## config.mk

```make
export PLATFORM = sky130hd
export DESIGN_NAME = sum_result_fifo
export DESIGN_NICKNAME = d
export VERILOG_FILES = /design/src/rtl/sum_result_fifo.sv
export SDC_FILE = /design/constraint.sdc
export NUM_CORES = 1
export LEC_CHECK = 0
export ABC_CLOCK_PERIOD_IN_PS = 1900
export BUFFER_PORTS_ARGS = -buffer_cell sky130_fd_sc_hd__buf_2
export CORE_MARGIN = 1.5
export CORE_UTILIZATION = 50
export DETAILED_ROUTE_END_ITERATION = 10
export GPL_ROUTABILITY_DRIVEN = 0
export GPL_TIMING_DRIVEN = 0
export PLACE_DENSITY = 0.8
export SYNTH_ARGS = -nofsm -noshare
export SYNTH_HDL_FRONTEND = slang
export SYNTH_SLANG_ARGS = --single-unit
```

## constraint.sdc

```tcl
create_clock -name clk -period 1.9 [get_ports clk]
set_clock_uncertainty 0.05 [all_clocks]
set_input_delay 0.095 -clock clk [delete_from_list [all_inputs] [get_ports clk]]
set_output_delay 0.095 -clock clk [all_outputs]
set_load 0.05 [all_outputs]
```

## src/rtl/sum_result_fifo.sv

```systemverilog
// ============================================================================
// Module   : sum_result_fifo
// Brief    : FIFO for {carry, sum} adder results, sticky drop flag. Optional
//            running total enabled by macro SUM_RESULT_FIFO_ACCUM_EN.
// Revision : 1.0 - initial release
// ============================================================================
`default_nettype none

module sum_result_fifo #(
   parameter int DEPTH = 4
) (
   input  logic                     clk,
   input  logic                     reset_n,
   input  logic [7:0]               Sum_result,
   input  logic                     Sum_carry,
   input  logic                     Data_ready,
   output logic [8:0]               Out_data,
   output logic                     Out_valid,
   input  logic                     Out_ready,
   output logic [$clog2(DEPTH):0]   Fifo_count,
   output logic                     Overflow
`ifdef SUM_RESULT_FIFO_ACCUM_EN
   ,
   output logic [15:0]              Accum
`endif
);

   localparam int                 c_AW   = $clog2(DEPTH);
   localparam logic [c_AW:0]      c_FULL = DEPTH[c_AW:0];

   logic [8:0]      r_mem [DEPTH];
   logic [c_AW-1:0] r_wr_ptr;
   logic [c_AW-1:0] r_rd_ptr;
   logic [c_AW:0]   r_count;
   logic            r_valid;
   logic            r_overflow;

   logic            w_full;
   logic            w_pop;
   logic            w_push;
   logic [8:0]      w_entry;
   logic [c_AW:0]   w_count_next;

   assign w_full  = (r_count == c_FULL);
   assign w_pop   = r_valid & Out_ready;
   // A full FIFO still accepts a push when the head leaves in the same cycle.
   assign w_push  = Data_ready & (~w_full | w_pop);
   assign w_entry = {Sum_carry, Sum_result};

   always_comb begin
      w_count_next = r_count;
      case ({w_push, w_pop})
         2'b10:   w_count_next = r_count + 1'b1;
         2'b01:   w_count_next = r_count - 1'b1;
         default: w_count_next = r_count;
      endcase
   end

   always_ff @(posedge clk) begin
      if (!reset_n) begin
         r_wr_ptr   <= '0;
         r_rd_ptr   <= '0;
         r_count    <= '0;
         r_valid    <= 1'b0;
         r_overflow <= 1'b0;
      end else begin
         if (w_push) r_wr_ptr <= r_wr_ptr + 1'b1;
         if (w_pop)  r_rd_ptr <= r_rd_ptr + 1'b1;
         r_count <= w_count_next;
         r_valid <= (w_count_next != '0);
         if (Data_ready && w_full && !w_pop) r_overflow <= 1'b1;
      end
   end

   // Storage needs no reset: an empty FIFO masks its contents on Out_data.
   always_ff @(posedge clk) begin
      if (reset_n && w_push) r_mem[r_wr_ptr] <= w_entry;
   end

   assign Out_data   = r_valid ? r_mem[r_rd_ptr] : 9'h000;
   assign Out_valid  = r_valid;
   assign Fifo_count = r_count;
   assign Overflow   = r_overflow;

`ifdef SUM_RESULT_FIFO_ACCUM_EN
   logic [15:0] r_accum;

   always_ff @(posedge clk) begin
      if (!reset_n)    r_accum <= '0;
      else if (w_push) r_accum <= r_accum + {7'd0, w_entry};
   end

   assign Accum = r_accum;
`endif

endmodule

`default_nettype wire
```

## Word level (Yosys, flattened, before mapping)

Memory sizes are Yosys's and may differ from the RTL's. A register that Yosys moved wholly into a read port is not among the register bits.
Cells that the tools add are included.

| word-level totals | value |
|---|---|
| output and inout port bits | 14 |
| logic and storage cells | 28 |
| ROM bits | 0 |
| memories kept | 1 |
| register bits after elaboration | 9 |
| latch bits | 0 |
| RAM bits | 36 |

Memory list:

| memory | depth | width | read ports | clocked after memory_dff | wr ports | RTL line | RTL |
|---|---|---|---|---|---|---|---|
| r_mem | 4 | 9 | 1 | 1 | 1 | 31 | `logic [8:0] r_mem [DEPTH];` |

| cells by class | value |
|---|---|
| order comparisons | 0 |
| add/sub/neg operators | 4 |
| multiply operators | 0 |
| eq/ne operators | 3 |
| reduce and logical (&&, ||, !) cells | 5 |
| div/mod/pow operators | 0 |
| multiplexer cells | 6 |
| shifts and indexed selects | 0 |
| bitwise logic cells | 4 |

Operators by type and width:

| cell | number |
|---|---|
| $mux 9 | 1 |
| $pmux 3 s2 | 1 |
| $add 2x1->2 const B | 2 |
| $mux 2 | 2 |
| $add 3x1->3 const B | 1 |
| $eq 3x3->1 const B | 1 |
| $logic_and 1x1->1 | 3 |
| $reduce_bool 3->1 | 1 |
| $sub 3x1->3 const B | 1 |
| $and 1x1->1 | 2 |
| $eq 2x1->1 const B | 1 |
| $eq 2x2->1 const B | 1 |
| $mux 1 | 2 |
| $logic_not 1->1 | 1 |
| $not 1->1 | 1 |
| $or 1x1->1 | 1 |

## Longest topological paths before layout

| logic depth | value |
|---|---|
| word-level depth | 7 |
| mapped depth | 7 |
| mapped depth without buffers | 7 |

## Least setup slack after synthesis

Ideal clock, no wire load.

| path | value |
|---|---|
| path type | register -> register |
| start | reg r_valid (netlist: Out_valid) |
| end | reg r_valid (netlist: Out_valid) |
| buffers on the path | 0 |
| setup time | 0.116 ns |
| slack | -0.245 ns |
| stages on the path, launching flop included | 8 |
| arrival time | 1.979 ns |
| period minus slack after synthesis | 2.145 ns |
| cell sequence | dfxtp_1 > and3b_1 > inv_1 > fa_1 > nor2b_1 > a32oi_2 > mux2i_1 > a31o_1 |

| between the ends | value |
|---|---|
| word-level cells in the longest chain between the ends | 6 |
| elaborated cells on any way between the ends | 7 |
| those cells by class | eq/ne: 2; mux: 1; bitwise: 3; reduce/logical: 1 |

Ends and longest elaborated chain:

| element | RTL line | RTL |
|---|---|---|
| start, declared | 35 | `logic r_valid;` |
| start signal, assigned | 70 | `r_valid <= (w_count_next != '0);` |
| $and 1x1->1 (*) | 45 | `assign w_pop = r_valid & Out_ready;` |
| $or 1x1->1 | 47 | `assign w_push = Data_ready & (~w_full \| w_pop);` |
| $and 1x1->1 | 47 |  |
| $eq 2x1->1 or $eq 2x2->1 (tied branches) | 52 | `case ({w_push, w_pop})` |
| $pmux 3 s2 (*) | 52 |  |
| $reduce_bool 3->1 (*) | 70 |  |

Mark *: on every way between the ends. The rest lies on a longest branch, timed or not.
A chain may end at the register's enable or synchronous reset.

## Final worst setup path

Ends and elaborated chain as after synthesis.

==> out/qor.yml <==
fillers: 262
yosysWarnings: 0
outcome: "finished clean"
synth_area_sq_um: 1920
post-synth-top-area-cell: "edfxtp_1"
grt_usage_pct: 17.5
rows: 22
hold_path.class: "input port to register"
fin_hold_ws_ps: 69.0
crit_required_ps: 2030
power_switching_mw: 0.789
synth_edf_count: 36
grt_pass1_vias: 1123
antennaDiodeCount: 0
synthXorXnorAreaFrac_pct: 1.37
drtIter0Drc: 61
grt_pass1_wl_um: 5310
max_cap_viol_count: 0
finalHoldViolCount: 0
routed_wl_um: 3370
antenna_found_initial: 0
synth_seq_cells: 47
synth-simple-area-share_pct: 10.0
power_frac_comb_pct: 27.5
powerDensity_nw_per_um2: 1060
die_x_um: 65.0
syn_inst: 115
ctsRootBufferMaster: "clkbuf_8"
clk_pin_slew_ps: 80
crit_type: "register to register"
clockPowerShare_pct: 22.8
synth_compound_area_share_pct: 3.26
final_util_pct: 64.3
overflow: 0
antenna_left: 0
syn-num-nets: 133
fin_cells: 208
io_pins: 27
period_needed_ps: 1880
worstReg2RegStart: "Out_valid"
fin_crit_sh_pct: 98.9
wire_per_inst_um: 16.2
cp-start-kind: "register"
detailed_place_hpwl_um: 2270
start_util_pct: 52.5
vias: 1076
die-area_sq_um: 4220
fin_nets: 177
p_int_mw: 1.70
ys.flop_type: "edfxtp_1"
r2r_cells: 7
cts_buffers: 5
ys_top_cells_by_area: "edfxtp_1 (56%), dfxtp_1 (11%), mux4_2 (11%), and2_1 (4.6%), ha_1 (2.6%)"
setup_tns_ps: 0
end_kind: "register"
finalPower_mw: 2.49
timing.rr.end: "Out_valid"
irDropWorstVdd_mv: 0.528
critPathMaxFanout: 5
synth_fa_ha_area_share_pct: 3.65
area_growth_pct: 22.5
syn_avg_cell_area_sq_um: 16.7
clock_sinks: 47
synth_top_area_share_pct: 56.3
p_seq_share_pct: 49.6
synthDistinctLibCells: 26
dp.cells: 189
power.leakage_nw: 0.875
slew_violations: 0
swShare_pct: 31.7
drive_gt1_share_pct: 36.9
clock.fmax_mhz: 532
tritoncts: "done"
fp.coreArea_sq_um: 3660
startpoint: "Out_valid"
finalSetupViolCount: 0
regToRegSetupSlack_ps: 20
slew_headroom_pct: 66.2
tightestPinTransition_ps: 502
firstDrtPassIters: 4
synth_top_family_by_area: "multiplexers"
cts_max_path_buffers: 2
synthTopCellsByCount: "edfxtp_1 (36), and2_1 (14), dfxtp_1 (11), mux4_2 (9)"
endpoint: "Out_valid"
die_y_um: 65.0
yosysMostFrequentCell: "edfxtp_1"
viasPerCell: 5.17
htreeDepth: 2
placement.io_buffers: 26
synthArstFlopShare_pct: 0
critPathArrivalTime_ps: 2010
seq_area_frac_synth_pct: 67.8
synthMuxAreaShare_pct: 12.1
clk_latency_ps: 290
grt_max_degree: 15
drc: 0
[power groups by stage]
stage          clock network, mW  registers (mW)  logic (mW)
5_1_grt                    0.614            1.24       0.728
6_report                   0.568            1.23       0.684
2_1_floorplan                  0            1.31       0.420
3_3_place_gp                   0            1.24       0.614
4_1_cts                    0.571            1.23       0.654
3_5_place_dp                   0            1.24       0.639
[cell type report]
cell class	instances	area (sq um)	share of cell area [%]
plain buffers	3	22.5	0.957
clock buffers	6	72.6	3.09
clock inverters	2	12.5	0.532
inverters	5	18.8	0.798
multi-input cells	59	593	25.2
flip-flops and latches	47	1310	55.7
well taps	48	60.1	2.55
repair buffers	38	263	11.2
[metal layers]
| metal | wire, um | up-vias | GRT usage, % | part of all wire, % |
|---|---|---|---|---|
| met4 | 21 | 0 | 4.52 | 0.62 |
| met2 | 1840 | 27 | 30.4 | 55 |
| met3 | 143 | 2 | 5.21 | 4.2 |
| li1 | - | 514 | - | - |
| met5 | 0 | - | 0 | 0 |
| met1 | 1360 | 533 | 21.3 | 40 |
[logic make-up (layout without fill, tap and decap cells)]
logic type | count (synthesis) | after routing
AOI/OAI and AO/OA | 8 | 8
xor gates and xnor gates | 3 | 3
adders and majority gates | 5 | 5
buffers and inverters | 9 | 54
DFF | 47 | 47
muxes | 12 | 12
and+or+nand+nor | 31 | 31
[what timing repair did]
item | 4_1_cts | 5_1_grt
setup endpoints to repair | 10 | 39
resized for setup | 3 | 9
hold endpoints to repair | 36 | 0
cloned | 0 | 1
buffers inserted | 0 | 2
hold buffers | 9 | 0
[critical path: stages, from the launching register on]
cell and delay (ps):
dfxtp_4 370, and3b_2 240, inv_1 60, fa_1 410, nor2b_2 150, a32oi_2 120
mux2i_1 160, a31o_1 210
[worst min-delay path by stage]
stage / slack [ps] / cells past startpoint / to / start
2_1_floorplan: 140 / 0 / r_mem[0][0] / Sum_result[0]
3_3_place_gp: 260 / 1 / r_mem[0][0] / Sum_result[0]
3_5_place_dp: 270 / 1 / r_mem[2][0] / Sum_result[0]
4_1_cts: 60 / 2 / Fifo_count[0] / reset_n
5_1_grt: 80 / 2 / Fifo_count[0] / reset_n
6_report: 70 / 2 / Fifo_count[0] / reset_n
[metrics by stage]
stage	instance area, sq um	worst slack [ps]
2_1_floorplan	1930	37.6
3_3_place_gp	2120	96.8
3_5_place_dp	2120	6.98
4_1_cts	2300	22.1
5_1_grt	2350	-15.6
6_report	2350	21.2
[registers in the layout, summed over array words and instances, names as in the netlist, named ones only]
register    cells
Out_valid       1
r_rd_ptr        2
r_wr_ptr        2
Fifo_count      3
Overflow        1
r_mem          36
[cells in the final DEF, fill, tap and decap left out, types with 2 or more instances in the layout]
cell / Yosys / routed
a21oi_1: 2 / 2
and2_1: 14 / 14
and3_2: 0 / 4
buf_2: 1 / 25
buf_4: 0 / 2
clkbuf_1: 3 / 3
clkbuf_8: 0 / 5
dfxtp_1: 11 / 6
dfxtp_2: 0 / 4
dlygate4sd3_1: 0 / 9
edfxtp_1: 36 / 36
ha_1: 4 / 4
inv_1: 5 / 5
mux2i_1: 3 / 3
mux4_2: 9 / 9
nand2_1: 3 / 3
nand3_1: 2 / 2
nor2b_1: 3 / 2
xnor2_1: 3 / 3
(Power assumes the default switching activity.)
